--- config.mk ---
export PLATFORM = sky130hd
export DESIGN_NAME = ram4_bank
export DESIGN_NICKNAME = d
export VERILOG_FILES = /design/src/rtl/ram_pkg.sv /design/src/rtl/ram4_word.sv /design/src/rtl/ram4_bank.sv
export SDC_FILE = /design/constraint.sdc
export NUM_CORES = 1
export LEC_CHECK = 0
export BUFFER_PORTS_ARGS = -buffer_cell sky130_fd_sc_hd__buf_2
export CAP_MARGIN = 0
export CORE_UTILIZATION = 30
export DETAILED_ROUTE_END_ITERATION = 12
export GPL_TIMING_DRIVEN = 0
export PLACE_DENSITY = 0.6
export SLEW_MARGIN = 20
export SYNTH_ARGS = -nofsm -noshare
export SYNTH_HDL_FRONTEND = slang
export SYNTH_SLANG_ARGS = --single-unit
--- constraint.sdc ---
create_clock -name clk -period 1.85 [get_ports clk]
set_clock_uncertainty 0.2 [all_clocks]
set_input_delay 0.37 -clock clk [delete_from_list [all_inputs] [get_ports clk]]
set_output_delay 0.37 -clock clk [all_outputs]
set_load 0.02 [all_outputs]
--- src/rtl/ram_pkg.sv ---
// rtl/ram_pkg.sv - shared types and constants for the four-word register bank
// Contents: clear-state enum, bank geometry constants, and the 4-way
//           one-hot demux used by the load decode and the clear pointer.
package ram_pkg;

  localparam int NUM_WORDS     = 4;
  localparam int ADDR_W        = 2;
  localparam int DEFAULT_WIDTH = 16;

  typedef enum logic [0:0] {
    IDLE     = 1'b0,
    CLEARING = 1'b1
  } clr_state_t;

  // Layer-1 4-way demux: routes en to exactly one of four outputs (or none).
  function automatic logic [NUM_WORDS-1:0] dmux4way(input logic en,
                                                    input logic [ADDR_W-1:0] sel);
    logic [NUM_WORDS-1:0] res;
    res = '0;
    res[sel] = en;
    return res;
  endfunction

endpackage

--- src/rtl/ram4_word.sv ---
// rtl/ram4_word.sv - one WIDTH-bit word register with load and synchronous zero
// Ports: clk, rst_n (async active-low), load (capture d), zero (clear to 0,
//        wins over load), d (write data), q (stored word).
module ram4_word #(
  parameter int WIDTH = 16
) (
  input  logic             clk,
  input  logic             rst_n,
  input  logic             load,
  input  logic             zero,
  input  logic [WIDTH-1:0] d,
  output logic [WIDTH-1:0] q
);

  always_ff @(posedge clk or negedge rst_n) begin
    if (!rst_n) begin
      q <= '0;
    end else if (zero) begin
      q <= '0;
    end else if (load) begin
      q <= d;
    end
  end

endmodule

--- src/rtl/ram4_bank.sv ---
// rtl/ram4_bank.sv - four-word register bank with one-word-per-cycle clear sequencer
// Ports: clk, rst_n (async active-low), in (write data), load (write request),
//        address (write and read word select), clr (start bank clear pulse),
//        out (selected word), ready (high in IDLE: writes and clr accepted).
// Build option: define RAM4_READ_REG_EN to register out (1-cycle read latency);
//        default build drives out combinationally from the word registers.
module ram4_bank
  import ram_pkg::*;
#(
  parameter int WIDTH = DEFAULT_WIDTH
) (
  input  logic              clk,
  input  logic              rst_n,
  input  logic [WIDTH-1:0]  in,
  input  logic              load,
  input  logic [ADDR_W-1:0] address,
  input  logic              clr,
  output logic [WIDTH-1:0]  out,
  output logic              ready
);

  clr_state_t           state, state_nxt;
  logic [ADDR_W-1:0]    ptr, ptr_nxt;
  logic [NUM_WORDS-1:0] load_en;
  logic [NUM_WORDS-1:0] zero_en;
  logic [WIDTH-1:0]     words [NUM_WORDS];

  // State register
  always_ff @(posedge clk or negedge rst_n) begin
    if (!rst_n) begin
      state <= IDLE;
      ptr   <= '0;
    end else begin
      state <= state_nxt;
      ptr   <= ptr_nxt;
    end
  end

  // Next-state logic: the pointer walks 0..3 and wraps back to 0 as the
  // sequencer returns to IDLE, so a new clear always starts at word a.
  always_comb begin
    state_nxt = state;
    ptr_nxt   = ptr;
    case (state)
      IDLE: begin
        if (clr) begin
          state_nxt = CLEARING;
          ptr_nxt   = '0;
        end
      end
      CLEARING: begin
        ptr_nxt = ptr + 2'd1;
        if (ptr == 2'd3) begin
          state_nxt = IDLE;
        end
      end
      default: begin
        state_nxt = IDLE;
        ptr_nxt   = '0;
      end
    endcase
  end

  // Outputs: clr takes priority over a same-cycle load in IDLE, and loads
  // arriving during the clear are simply dropped.
  always_comb begin
    ready   = (state == IDLE);
    load_en = dmux4way(load && ready && !clr, address);
    zero_en = dmux4way(state == CLEARING, ptr);
  end

  for (genvar i = 0; i < NUM_WORDS; i++) begin : g_word
    ram4_word #(.WIDTH(WIDTH)) u_word (
      .clk   (clk),
      .rst_n (rst_n),
      .load  (load_en[i]),
      .zero  (zero_en[i]),
      .d     (in),
      .q     (words[i])
    );
  end

`ifdef RAM4_READ_REG_EN
  // Samples the pre-write contents, so a write shows up two edges later.
  always_ff @(posedge clk or negedge rst_n) begin
    if (!rst_n) begin
      out <= '0;
    end else begin
      out <= words[address];
    end
  end
`else
  assign out = words[address];
`endif

  a_addr_known : assert property (@(posedge clk) disable iff (!rst_n)
    load |-> !$isunknown(address));
  a_clr_known : assert property (@(posedge clk) disable iff (!rst_n)
    ready |-> !$isunknown(clr));

endmodule

==> results of run 1 <==
-- cell usage in the layout, fill, tap and decap left out, drive strengths merged --
cell type / synthesis / routed
and3: 1 / 1
and3b: 1 / 1
buf: 9 / 59
bufinv: 0 / 2
clkbuf: 4 / 13
clkinvlp: 0 / 3
dfrtp: 67 / 67
dlygate4sd3: 0 / 1
ha: 4 / 4
inv: 20 / 20
mux2i: 65 / 65
mux4: 16 / 16
nand2: 71 / 71
nand3: 2 / 2
nor2: 1 / 1
nor3b: 1 / 1
o21ai: 1 / 1
o31ai: 1 / 1
-- flip-flops by register name (all words and copies together), names as in the netlist --
signal,cells
ptr,2
g_word.u_word.q,64
state,1
-- report_power, final --
part / switching [uW] / total (uW) / internal, uW
sequential: 163 / 1930 / 1760
combinational: 807 / 1430 / 621
clock: 568 / 1400 / 837
total: 1540 / 4760 / 3220
-- per-layer routing --
layer  vias to the layer above  wire length, microns  GRT usage (%)
met5                         -                     0              0
met4                         0                    93           5.77
met3                         8                   306           3.40
met2                        47                  3520           21.9
met1                      1093                  3450           19.0
li1                       1013                     -              -
-- final cells by class --
type                    count  area (sq um)  area share, %
plain buffers              12           144           3.47
clock buffers              11           151           3.65
clock inverters             5          83.8           2.02
inverters                  20          78.8           1.90
multi-input cells         164          1420           34.1
flip-flops and latches     67          1680           40.4
well taps                 136           170           4.10
repair buffers             50           430           10.4
-- cell families after synthesis --
family / Yosys count / synth area share [%]
AOI/OAI and AO/OA: 2 / 0.381
adders and majority gates: 4 / 1.53
buffers and inverters: 34 / 6.06
DFF: 67 / 51.1
muxes: 81 / 30.8
and+or+nand+nor: 77 / 10.1
-- path summary, 6_finish.rpt --
path	endpoint	cells after the start	slack [ns]
max	out[8]	2	-0.1
min	ptr[1]	2	0.09
max reg2reg	g_word[0].u_word.q[2]	6	0.18
min reg2reg	g_word[3].u_word.q[4]	2	0.32
max in group asynchronous	g_word[0].u_word.q[3]	3	0.70
min in group asynchronous	g_word[0].u_word.q[8]	2	0.21
-- through the flow --
| step | hold WS [ns] | setup WS [ns] | instance area [sq um] |
|---|---|---|---|
| 2_1_floorplan | -0.126 | 0.00963 | 3290 |
| 3_3_place_gp | 0.308 | -0.403 | 3640 |
| 3_5_place_dp | 0.0367 | -0.396 | 3670 |
| 4_1_cts | 0.0719 | -0.129 | 4030 |
| 5_1_grt | 0.0769 | -0.143 | 4150 |
| 6_report | 0.0888 | -0.0989 | 4150 |
-- repair_timing --
item,CTS,global route
gates cloned,1,0
setup endpoints to repair,56,49
resized for setup,30,20
buffers inserted,1,10
hold endpoints to repair,67,0
hold buffers,1,0
pin swaps,0,0
==> impl_metrics.env, run 1 <==
export IMPL_status="finished with violations"
export IMPL_violations="negative setup slack"
export IMPL_synth_edff_count=0
export IMPL_worstPathMaxFanout=2
export IMPL_grt_pass1_vias=2245
export IMPL_powerDensity_nw_per_um2=1150
export IMPL_first_pass_iters=5
export IMPL_vias=2161
export IMPL_nets=350
export IMPL_r2r_start="ptr[0]"
export IMPL_synth_cell_types=21
export IMPL_cpPeakStageDelay_ns=0.49
export IMPL_die_h_microns=107
export IMPL_drive_above_1_share_pct=31.0
export IMPL_diodes=0
export IMPL_synthesis_area_sq_um=3280
export IMPL_dp_hpwl_microns=4790
export IMPL_design_die_area_sq_um=11400
export IMPL_cp_top_family="multiplexers"
export IMPL_core_sq_um=10500
export IMPL_clkLatencyLatePin_ns=0.34
export IMPL_start_util_pct=31.4
export IMPL_hold_path_class="input pin to register"
export IMPL_synthTopCellsByArea="dfrtp_1, mux2i_1, mux4_2"
export IMPL_areaGrowthSynthToFinish_pct=26.5
export IMPL_ant_nets=0
export IMPL_worstPathCellList="mux4_2 -> buf_6"
export IMPL_place_inst=438
export IMPL_gp_congestion=0.707
export IMPL_drv_cap=0
export IMPL_rsz0062_at_grt="yes"
export IMPL_synth_top_area_cell="dfrtp_1"
export IMPL_finalHoldViolCount=0
export IMPL_io_pins=39
export IMPL_clockRootBuffer="clkbuf_8"
export IMPL_p_leak_uw=0.00223
export IMPL_synth_seq_area_share_pct=51.1
export IMPL_yosys_warnings=0
export IMPL_antenna_found_initial=0
export IMPL_setup_worst_path_start_class="register"
export IMPL_synth_seq_cells=67
export IMPL_wl_per_cell_microns=15.9
export IMPL_min_period_over_period_pct=105
export IMPL_die_w_microns=107
export IMPL_ir_drop_v=0.000550
export IMPL_cts_buffer_depth=2
export IMPL_setup_tns_ns=-1.30
export IMPL_cts_clk_slew_worst_paths_ns=0.08
export IMPL_io_buffers=36
export IMPL_instances_no_fill=465
export IMPL_fmax_mhz=513
export IMPL_cp_num_buf_inv=1
export IMPL_power_uw=4760
export IMPL_end_kind="output port"
export IMPL_startpoint="g_word[3].u_word.q[8]"
export IMPL_synth_cells=265
export IMPL_syn_avg_cell_area_sq_um=12.4
export IMPL_holdCritStartpoint="clr"
export IMPL_final_util_pct=39.7
export IMPL_gr_total_overflow=0
export IMPL_synth_ff_type="dfrtp_1"
export IMPL_yosysMostFrequentCell="nand2_1"
export IMPL_synth_common_cells="nand2_1, dfrtp_1, mux2i_1"
export IMPL_routed_wl_microns=7370
export IMPL_finalWorstSetupSlack_ns=-0.0989
export IMPL_clock_sinks=67
export IMPL_setup_viol=16
export IMPL_tightest_slew_ns=0.431
export IMPL_synth_top_area_share_pct=51.1
export IMPL_drtIter0Drc=74
export IMPL_htreeDepth=3
export IMPL_viasPerCell=4.65
export IMPL_drv_slew=0
export IMPL_critPathKind="register to output port"
export IMPL_relSlewSlack_pct=71.1
export IMPL_grt_pass1_wl_microns=12000
export IMPL_synth_net_count=291
export IMPL_cts_buffers=9
export IMPL_required_ns=1.28
export IMPL_slowest_stage="mux4_2"
export IMPL_synthArstFlopShare_pct=100
export IMPL_n_fill_cell=1008
export IMPL_cts_tree="done"
export IMPL_grt_start_max_net_pins=57
export IMPL_drc=0
export IMPL_cp_arrival_ns=1.38
export IMPL_track_usage_pct=14.1
export IMPL_min_period_ns=1.95
export IMPL_num_rows=37
No activity file was read; power rests on OpenSTA's default activity.
==> run 2, diff against run 1 <==
CELL_PAD_IN_SITES_DETAIL_PLACEMENT = 0   (was default)
CELL_PAD_IN_SITES_GLOBAL_PLACEMENT = 1   (was default)
PLACE_DENSITY = 0.69   (was 0.6)
SLEW_MARGIN = 15   (was 20)
==> impl_metrics.env, run 2 (synthesized netlist as in run 1, its figures left out) <==
export IMPL_critPathKind="register to output port"
export IMPL_required_ns=1.28
export IMPL_regMostFlops="g_word.u_word.q"
export IMPL_holdCritStartpoint="clr"
export IMPL_vias=2138
export IMPL_gp_congestion=0.707
export IMPL_slowest_stage="mux4_2"
export IMPL_ir_drop_v=0.000517
export IMPL_setup_worst_path_start_class="register"
export IMPL_die_h_microns=107
export IMPL_htreeDepth=3
export IMPL_worstPathCellList="mux4_2 -> buf_6"
export IMPL_design_die_area_sq_um=11400
export IMPL_dp_hpwl_microns=4890
export IMPL_cts_buffers=9
export IMPL_cp_top_family="multiplexers"
export IMPL_die_w_microns=107
export IMPL_end_kind="output port"
export IMPL_rsz0062_at_grt="yes"
export IMPL_drv_cap=0
export IMPL_cts_clk_slew_worst_paths_ns=0.07
export IMPL_largest_reg_flops=64
export IMPL_wl_per_cell_microns=16.4
export IMPL_diodes=0
export IMPL_final_util_pct=39.4
export IMPL_whs_ns=0.0967
export IMPL_fmax_mhz=512
export IMPL_grt_pass1_vias=2311
export IMPL_gr_total_overflow=0
export IMPL_p_sw_share_pct=33.9
export IMPL_clock_sinks=67
export IMPL_finalWorstSetupSlack_ns=-0.103
export IMPL_routed_wl_microns=7620
export IMPL_top_regs="g_word.u_word.q x64, ptr x2, state x1"
export IMPL_p_leak_uw=0.00223
export IMPL_drive_above_1_share_pct=31.0
export IMPL_first_pass_iters=4
export IMPL_track_usage_pct=14.2
export IMPL_relSlewSlack_pct=71.8
export IMPL_nets=350
export IMPL_cts_tree="done"
export IMPL_r2r_setup_slack_ns=0.15
export IMPL_areaGrowthSynthToFinish_pct=25.6
export IMPL_status="finished with violations"
export IMPL_drv_slew=0
export IMPL_cpPeakStageDelay_ns=0.51
export IMPL_tightest_slew_ns=0.422
export IMPL_core_sq_um=10500
export IMPL_start_util_pct=31.4
export IMPL_p_comb_share_pct=30.7
export IMPL_cp_num_buf_inv=1
export IMPL_p_int_uw=3030
export IMPL_viasPerCell=4.60
export IMPL_finalHoldViolCount=0
export IMPL_startpoint="g_word[3].u_word.q[6]"
export IMPL_hold_path_class="input pin to register"
export IMPL_antenna_found_initial=0
export IMPL_seqPwrFrac_pct=41.9
export IMPL_min_period_over_period_pct=106
export IMPL_ant_nets=0
export IMPL_io_buffers=36
export IMPL_violations="negative setup slack"
export IMPL_p_sw_uw=1560
export IMPL_final_cell_mix="dfrtp_1, mux2i_1, nand2_1"
export IMPL_powerDensity_nw_per_um2=1110
export IMPL_worstPathMaxFanout=2
export IMPL_layout_commonest_cell="dfrtp_1"
export IMPL_drtIter0Drc=73
export IMPL_num_rows=37
export IMPL_grt_start_max_net_pins=49
export IMPL_clockRootBuffer="clkbuf_8"
export IMPL_min_period_ns=1.95
export IMPL_cts_buffer_depth=2
export IMPL_cp_arrival_ns=1.38
export IMPL_setup_tns_ns=-1.35
export IMPL_clkLatencyLatePin_ns=0.35
export IMPL_drc=0
export IMPL_p_clk_share_pct=27.4
export IMPL_r2r_start="state"
export IMPL_grt_pass1_wl_microns=12200
export IMPL_io_pins=39
export IMPL_setup_viol=16
==> run 2: changes by cell type in the layout (fill, tap and decap cells not counted), sizes merged <==
cell,previous run,this run
clkbuf,13,12
clkinv,0,4
bufinv,2,1
clkinvlp,3,2
inv,20,19
==> run 2: path summary, 6_finish.rpt <==
path	end	cells past startpoint
worst max-delay path	out[6]	2
worst min register to register	g_word[3].u_word.q[14]	2
max in group asynchronous	g_word[0].u_word.q[10]	3
worst max register to register	g_word[2].u_word.q[10]	5
worst min-delay path	ptr[1]	2
min in group asynchronous	g_word[3].u_word.q[0]	2
==> run 2: routing by layer <==
metal | GRT usage (%) | routed length, microns | vias up
met3 | 2.67 | 210 | 11
met2 | 24.7 | 3960 | 31
met5 | 0 | 0 | -
met1 | 17.3 | 3320 | 1083
li1 | - | - | 1013
met4 | 5.87 | 126 | 0
==> run 2: final cells by class <==
class	count	area, sq um
clock buffers	10	138
flip-flops and latches	67	1680
well taps	136	170
repair buffers	51	438
multi-input cells	164	1420
inverters	20	78.8
clock inverters	6	65.1
fillers	1019	6340
plain buffers	11	139
==> run 2: power by group through the flow <==
stage                     logic (uW)  clock network, uW  registers [uW]
after floorplan                  825                  0            1900
after global placement          1190                  0            1940
after detailed placement        1210                  0            1950
after CTS                       1310               1270            1920
after global routing            1550               1340            1960
final                           1410               1260            1920
==> run 2: stage by stage <==
stage | setup slack (ns) | area, sq um | std cells | power (uW)
final | -0.103 | 4120 | 465 | 4590
after global routing | -0.120 | 4120 | 465 | 4840
after global placement | -0.404 | 3640 | 437 | 3130
after detailed placement | -0.397 | 3670 | 438 | 3170
after CTS | -0.115 | 4010 | 456 | 4510
after floorplan | 0.00963 | 3290 | 265 | 2730
==> run 2: timing repair <==
item / CTS / global route
hold buffers: 1 / 0
endpoints found under the setup margin: 56 / 64
endpoints found under the hold margin: 19 / 0
buffers inserted: 3 / 9
gates cloned: 1 / 0
gates resized for setup: 31 / 15
==> run 3, diff against run 2 <==
CELL_PAD_IN_SITES_DETAIL_PLACEMENT = 1   (was 0)
==> impl_metrics.env, run 3 (synthesized netlist as in run 1, its figures left out) <==
export IMPL_status="finished with violations"
export IMPL_violations="negative setup slack"
export IMPL_drc=0
export IMPL_ant_nets=0
export IMPL_drive_above_1_share_pct=31.7
export IMPL_nets=355
export IMPL_rsz0062_at_grt="yes"
export IMPL_dp_hpwl_microns=5450
export IMPL_routed_wl_microns=8260
export IMPL_min_period_over_period_pct=107
export IMPL_worstPathMaxFanout=2
export IMPL_wl_met1_microns=3510
export IMPL_clock_sinks=67
export IMPL_final_cell_mix="dfrtp_1, nand2_1, mux2i_1"
export IMPL_core_sq_um=10500
export IMPL_setup_worst_path_start_class="register"
export IMPL_track_usage_pct=15.7
export IMPL_finalHoldViolCount=0
export IMPL_io_buffers=36
export IMPL_critPathKind="register to output port"
export IMPL_worstPathCellList="mux4_2 -> buf_6"
export IMPL_die_w_microns=107
export IMPL_pre_cts_slack_ns=-0.410
export IMPL_top_regs="g_word.u_word.q x64, ptr x2, state x1"
export IMPL_largest_reg_flops=64
export IMPL_design_die_area_sq_um=11400
export IMPL_clkLatencyLatePin_ns=0.36
export IMPL_viasPerCell=4.74
export IMPL_met3_length_microns=262
export IMPL_drtIter0Drc=61
export IMPL_cts_buffer_depth=2
export IMPL_clockRootBuffer="clkbuf_8"
export IMPL_met2_wirelength_microns=4340
export IMPL_start_util_pct=31.4
export IMPL_num_rows=37
export IMPL_powerDensity_nw_per_um2=1160
export IMPL_grt_pass1_wl_microns=13100
export IMPL_tightest_slew_ns=0.395
export IMPL_diodes=0
export IMPL_regMostFlops="g_word.u_word.q"
export IMPL_grt_pass1_vias=2469
export IMPL_antenna_found_initial=0
export IMPL_htreeDepth=3
export IMPL_first_pass_iters=4
export IMPL_grt_start_max_net_pins=49
export IMPL_min_period_ns=1.98
export IMPL_relSlewSlack_pct=73.6
export IMPL_gp_congestion=0.707
export IMPL_die_h_microns=107
export IMPL_vias=2227
export IMPL_required_ns=1.28
export IMPL_gr_total_overflow=0
export IMPL_final_util_pct=40.0
export IMPL_p_leak_uw=0.00226
export IMPL_cts_buffers=9
export IMPL_drv_cap=0
export IMPL_cts_tree="done"
export IMPL_areaGrowthSynthToFinish_pct=27.6
export IMPL_slowest_stage="mux4_2"
export IMPL_wl_per_cell_microns=17.6
export IMPL_cts_clk_slew_worst_paths_ns=0.08
export IMPL_end_kind="output port"
export IMPL_fmax_mhz=506
export IMPL_cp_arrival_ns=1.41
export IMPL_finalWorstSetupSlack_ns=-0.126
export IMPL_drv_slew=0
export IMPL_top_layer="met4"
export IMPL_layout_commonest_cell="dfrtp_1"
export IMPL_hold_path_class="input pin to register"
export IMPL_ir_drop_v=0.000533
export IMPL_cpPeakStageDelay_ns=0.50
export IMPL_io_pins=39
export IMPL_setup_viol=16
[run 3: changes by cell type in the layout (fill, tap and decap cells not counted), sizes merged]
cell,delta
buf,+4
bufinv,+1
clkbuf,+2
clkinv,-4
clkinvlp,+1
inv,+1
[run 3: final timing paths]
kind	startpoint	end	slack [ns]	cells past startpoint
max	g_word[3].u_word.q[5]	out[5]	-0.13	2
min	clr	ptr[1]	0.08	2
min in group asynchronous	rst_n	g_word[3].u_word.q[0]	0.23	2
min reg2reg	g_word[0].u_word.q[2]	g_word[0].u_word.q[2]	0.33	2
max reg2reg	ptr[1]	g_word[1].u_word.q[12]	0.12	6
max in group asynchronous	rst_n	g_word[1].u_word.q[7]	0.68	3
[run 3: stage by stage]
step	instance area, sq um	hold WS (ns)	std cells	setup TNS, ns	total power, uW
floorplan	3290	-0.126	265	0	2730
global placement	3640	0.309	437	-19.10	3130
detailed placement	3670	0.0843	438	-10.12	3200
CTS	4050	0.0599	458	-1.96	4780
global route	4190	0.0896	470	-2.19	5090
finish	4190	0.0792	470	-1.67	4840
[run 3: worst max-delay path: cells and delay by family, from the launching register on]
kind,cells,cell delay [ns]
buf+inv,1,0.15
mux,1,0.50
flops,1,0.39
[run 3: routing by layer]
metal | up-vias | track usage, %
met5 | - | 0
met4 | 0 | 5.77
met3 | 11 | 4.26
met2 | 36 | 27.5
met1 | 1154 | 18.5
li1 | 1026 | -
[run 3: cell type report]
cell class	count	area [sq um]
Fill cell	1163	6280
Sequential cell	67	1680
Multi-Input combinational cell	164	1410
Timing Repair Buffer	54	460
Tap cell	136	170
Clock buffer	11	151
Buffer	13	151
Clock inverter	5	83.8
Inverter	20	78.8
[run 3: report_power, final]
| part | internal (uW) | switching, uW | leakage (uW) |
|---|---|---|---|
| Sequential | 1760 | 166 | 0.000918 |
| Combinational | 642 | 825 | 0.00123 |
| Clock | 837 | 608 | 0.000112 |
[run 3: what timing repair did]
item,CTS,global route
gates resized for setup,37,16
setup buffers,2,13
hold buffers,1,0
hold endpoints to repair,19,0
endpoints found under the setup margin,56,46
cloned,1,0
